### config.mk
export PLATFORM = sky130hd
export DESIGN_NAME = cache_axi_rd_arbiter
export DESIGN_NICKNAME = d
export VERILOG_FILES = /design/src/rtl/cache_axi_rd_arbiter.sv
export SDC_FILE = /design/constraint.sdc
export NUM_CORES = 1
export LEC_CHECK = 0
export ABC_AREA = 0
export CAP_MARGIN = 20
export CORE_MARGIN = 4
export CORE_UTILIZATION = 39
export CTS_BUF_LIST = sky130_fd_sc_hd__clkbuf_16
export CTS_CLUSTER_DIAMETER = 30
export DETAILED_ROUTE_END_ITERATION = 8
export PLACE_DENSITY = 0.95
export SYNTH_ARGS = -nofsm -noshare
export SYNTH_HDL_FRONTEND = slang
export SYNTH_SLANG_ARGS = --single-unit
### constraint.sdc
create_clock -name clk -period 2.45 [get_ports clk]
set_input_delay 0.49 -clock clk [delete_from_list [all_inputs] [get_ports clk]]
set_output_delay 0.49 -clock clk [all_outputs]
set_load 0.03 [all_outputs]
### src/rtl/cache_axi_rd_arbiter.sv
// Two-port (icache/dcache) read arbiter onto a single AXI read channel, one burst in flight.
// Optional ARB_ROUND_ROBIN_EN: ties alternate between requesters instead of always favouring dcache.
module cache_axi_rd_arbiter (
  input  logic        clk,
  input  logic        rst,
  input  logic        i_req,
  input  logic [31:0] i_addr,
  input  logic [7:0]  i_len,
  input  logic        i_cancel,
  output logic        i_gnt,
  output logic        i_rvalid,
  output logic [31:0] i_rdata,
  output logic        i_rlast,
  input  logic        d_req,
  input  logic [31:0] d_addr,
  input  logic [7:0]  d_len,
  output logic        d_gnt,
  output logic        d_rvalid,
  output logic [31:0] d_rdata,
  output logic        d_rlast,
  output logic        arvalid,
  output logic [31:0] araddr,
  output logic [7:0]  arlen,
  output logic [3:0]  arid,
  output logic [2:0]  arsize,
  output logic [1:0]  arburst,
  input  logic        arready,
  input  logic        rvalid,
  input  logic [31:0] rdata,
  input  logic        rlast,
  output logic        rready,
  output logic        busy,
  output logic        len_err
);

  // state | meaning
  // IDLE  | no burst; requests sampled and owner chosen here
  // ADDR  | AR channel presented for the owner, waiting on arready
  // DATA  | R beats accepted and routed to the owner until rlast
  typedef enum logic [1:0] {IDLE, ADDR, DATA} state_t;

  state_t      state, state_nxt;
  logic        owner;        // 1 = dcache
  logic        last_owner;
  logic        cancel_q;
  logic [7:0]  beat_cnt;
  logic [7:0]  len_q;
  logic [31:0] addr_q;
  logic        pick_d;
  logic        ar_hs;
  logic        beat;
  logic        i_masked;

  always_comb begin
`ifdef ARB_ROUND_ROBIN_EN
    pick_d = d_req & (~i_req | ~last_owner);
`else
    pick_d = d_req;
`endif
  end

  assign ar_hs    = (state == ADDR) & arready;
  assign beat     = (state == DATA) & rvalid;
  // A cancel masks the icache response in the very cycle it is raised, not just afterwards.
  assign i_masked = (state != IDLE) & ~owner & (cancel_q | i_cancel);

  always_ff @(posedge clk) begin
    if (rst) state <= IDLE;
    else     state <= state_nxt;
  end

  always_comb begin
    state_nxt = state;
    case (state)
      IDLE:    if (i_req | d_req)  state_nxt = ADDR;
      ADDR:    if (arready)        state_nxt = DATA;
      DATA:    if (rvalid & rlast) state_nxt = IDLE;
      default:                     state_nxt = IDLE;
    endcase
  end

  always_ff @(posedge clk) begin
    if (rst) begin
      owner      <= 1'b0;
      last_owner <= 1'b0;
      cancel_q   <= 1'b0;
      beat_cnt   <= 8'd0;
      len_q      <= 8'd0;
      addr_q     <= 32'd0;
    end else begin
      if ((state == IDLE) & (i_req | d_req)) begin
        owner  <= pick_d;
        addr_q <= pick_d ? d_addr : i_addr;
        len_q  <= pick_d ? d_len  : i_len;
      end
      if (ar_hs) begin
        last_owner <= owner;
        beat_cnt   <= 8'd0;
      end else if (beat) begin
        beat_cnt <= beat_cnt + 8'd1;
      end
      if (state == IDLE)          cancel_q <= 1'b0;
      else if (~owner & i_cancel) cancel_q <= 1'b1;
    end
  end

  // Outputs are gated by rst so an abort is visible in the reset cycle itself.
  always_comb begin
    arvalid  = 1'b0;
    araddr   = 32'd0;
    arlen    = 8'd0;
    arid     = 4'd0;
    arsize   = 3'b010;
    arburst  = 2'b01;
    rready   = 1'b0;
    i_gnt    = 1'b0;
    d_gnt    = 1'b0;
    i_rvalid = 1'b0;
    d_rvalid = 1'b0;
    i_rlast  = 1'b0;
    d_rlast  = 1'b0;
    i_rdata  = 32'd0;
    d_rdata  = 32'd0;
    busy     = 1'b0;
    len_err  = 1'b0;
    if (!rst) begin
      arvalid  = (state == ADDR);
      araddr   = addr_q;
      arlen    = len_q;
      arid     = {3'b000, owner};
      rready   = (state == DATA);
      i_gnt    = ar_hs & ~owner;
      d_gnt    = ar_hs & owner;
      i_rvalid = beat & ~owner & ~i_masked;
      d_rvalid = beat & owner;
      i_rlast  = i_rvalid & rlast;
      d_rlast  = d_rvalid & rlast;
      i_rdata  = i_rvalid ? rdata : 32'd0;
      d_rdata  = d_rvalid ? rdata : 32'd0;
      busy     = (state != IDLE);
      len_err  = beat & rlast & (beat_cnt != len_q);
    end
  end

endmodule

==> results_dict.tcl <==
set metrics [dict create \
    outcome "finished, final reports clean" \
    viasPerCell 5.030 \
    final_common_cell "clkdlybuf4s50_1" \
    p_leak_uw 0.002568 \
    grt.overflow.total 0 \
    layout.cells.non_filler 730 \
    cp_cell_sequence "buf_4, or4_4, nor2_4, clkbuf_16, and2_1, buf_4" \
    min_path_type "flip-flop to flip-flop" \
    wl_per_cell_um 16.89 \
    drt_iter0_drc 109 \
    ys_types 36 \
    avgSynthCellArea_um2 8.828 \
    peakVddDrop_v 0.0003627 \
    synth_area_mm2 0.003478 \
    wl_met2_um 6749 \
    ctsHtreeMaxLevel 2 \
    cts_tree "built" \
    ant_nets 0 \
    fmax_ghz 0.4168 \
    grt_pass1_vias 3622 \
    worst-path-max-fanout 20 \
    crit_path_end_kind "primary output" \
    placed_cells 715 \
    grt_max_degree 46 \
    seq_area_mm2 0.001042 \
    dieArea_mm2 0.01049 \
    num_vias 3672 \
    drc 0 \
    skew_ns 0.008769 \
    ys.flop_type "dfxtp_1" \
    dp_slack_ns -0.0002791 \
    setup_viol 0 \
    pin_count 243 \
    antenna_found_initial 0 \
    yosys_register_bits 52 \
    drive_above_1_share 0.2492 \
    ys_seq_area_frac 0.2993 \
    cpPeakStageDelay_ns 0.52 \
    die_w_um 102.4 \
    path_class "input port to primary output" \
    clk_latency_ns 0.29 \
    synth_top_area_frac 0.2993 \
    clk_path_buf_depth 2 \
    dr.max_layer_used "met4" \
    multi_input_area_mm2 0.002252 \
    cts_sinks 52 \
    nFillCells 643 \
    worstPathArrival_ns 1.91 \
    setup_ws_ns 0.05059 \
    netlist_top_cells_area "dfxtp_1 (30%), a211oi_2 (14%), and2_1 (12%)" \
    dr.pass1.iters 4 \
    area_growth_pct 74.89 \
    fin_crit_ns 2.399 \
    cpMostUsedCell "buf_4" \
    routed_wl_um 12330 \
    grt_usage 0.2128 \
    timing.final.max_slew_violations 0 \
    drv_cap 0 \
    start_kind "input port" \
    start_util 0.3989 \
    gp_congestion 0.8409 \
    final_cell_mix "clkdlybuf4s50_1 (159), buf_4 (82), and2_1 (63)" \
    fp.dieH_um 102.4 \
    synth-edff-count 0 \
    nNetsFinal 742 \
    hpwl_um 9562 \
    met1_length_um 4399 \
    path_buf_inv 3 \
    timing_hold_violations_final 0 \
    power_density_mw_per_mm2 445.8 \
    cts_root_buffer "clkbuf_16" \
    portBuffers 234 \
    postCtsHoldBufs 0 \
    wl_met3_um 972 \
    grt_pass1_wl_um 17910 \
    min_period_over_period 0.9794 \
    yosys_warnings 0 \
    fp.coreArea_mm2 0.008721 \
    numCtsBuffers 5 \
    clk_pin_slew_ns 0.07 \
    worstPathRequired_ns 1.96 \
    syn_inst 394 \
    diodes 0 \
    slowest_stage "or4_4" \
    synth_top_cell_by_area "dfxtp_1" \
    path_delay_family "simple AND/OR/NAND/NOR gates" \
    synthArstFlopShare 0 \
    fp-row-count 34 \
]
[Yosys cell counts, types with 3 or more instances]
master	count
and2_1	66
dfxtp_1	52
a21oi_1	48
mux2i_1	41
a211oi_2	40
nor2b_1	40
clkbuf_1	24
xor2_1	10
nand2_1	9
buf_4	8
nor2_1	8
buf_2	5
buf_6	4
inv_1	3
nand3_1	3
o21ai_0	3
or4_1	3
[what timing repair did]
action	CTS	global route
setup buffers	0	3
pin swaps	0	1
gates cloned	0	4
endpoints found under the setup margin	1	47
endpoints found under the hold margin	0	0
gates resized for setup	1	10
[kinds of logic (layout without fill, tap and decap cells)]
group	Yosys count	after routing	synth area share
mux	41	41	0.1180
xor+xnor	10	10	0.02518
buf+inv	47	269	0.07050
simple gates	145	145	0.2532
flops	52	52	0.2993
compound gates	96	96	0.2281
other cells	2	8	0.002159
fa+ha+maj	1	1	0.003597
[power by group]
part | leakage, µW | switching, µW | total, µW | internal, µW
registers | 0.000431 | 67.3 | 1010 | 947
logic | 0.00207 | 519 | 1020 | 502
clock network | 0.0000687 | 305 | 677 | 372
[sequential cells by signal, indices dropped and copies added, names as in the netlist]
name / flops
cancel_q: 1
addr_q: 32
state: 2
len_q: 8
owner: 1
beat_cnt: 8
[worst register-to-register path, cell delays in order, from the launching register on]
cell and delay [ns]:
dfxtp_1 0.38, nor2_4 0.14, buf_4 0.42, and2_2 0.27
buf_4 0.38, a211oi_2 0.14
[final timing paths]
kind,from,to,slack (ns),depth (start not counted)
max reg2reg,state[0],addr_q[16],0.60,5
min reg2reg,beat_cnt[7],beat_cnt[7],0.50,2
min,beat_cnt[7],beat_cnt[7],0.50,2
max,rst,i_rdata[18],0.05,6
[layout make-up]
| cell class | count | share of cell area |
|---|---|---|
| Inverter | 3 | 0.001851 |
| Multi-Input combinational cell | 301 | 0.3702 |
| Clock buffer | 5 | 0.02057 |
| Timing Repair Buffer | 258 | 0.4114 |
| Tap cell | 108 | 0.02221 |
| Sequential cell | 52 | 0.1713 |
| Clock inverter | 3 | 0.002468 |
[layer usage]
| metal | track usage | vias up |
|---|---|---|
| met4 | 0.04642 | 0 |
| met1 | 0.2305 | 1681 |
| met3 | 0.04710 | 19 |
| met5 | 0 | - |
| met2 | 0.4161 | 164 |
| li1 | - | 1808 |
[metrics by stage]
step                total power, µW  hold WS (ns)  cell area (µm²)    TNS [ns]    util
global route                   2842        0.5197             6083   -0.008702  0.6976
floorplan                      1631        0.4633             3511           0       -
CTS                            2723        0.5062             5929           0  0.6799
detailed placement             2047        0.4946             5786  -0.0002791  0.6634
global placement               2017        0.4783             5786           0  0.6634
finish                         2712        0.5025             6083           0  0.6976
No activity file was read; power rests on OpenSTA's default activity.
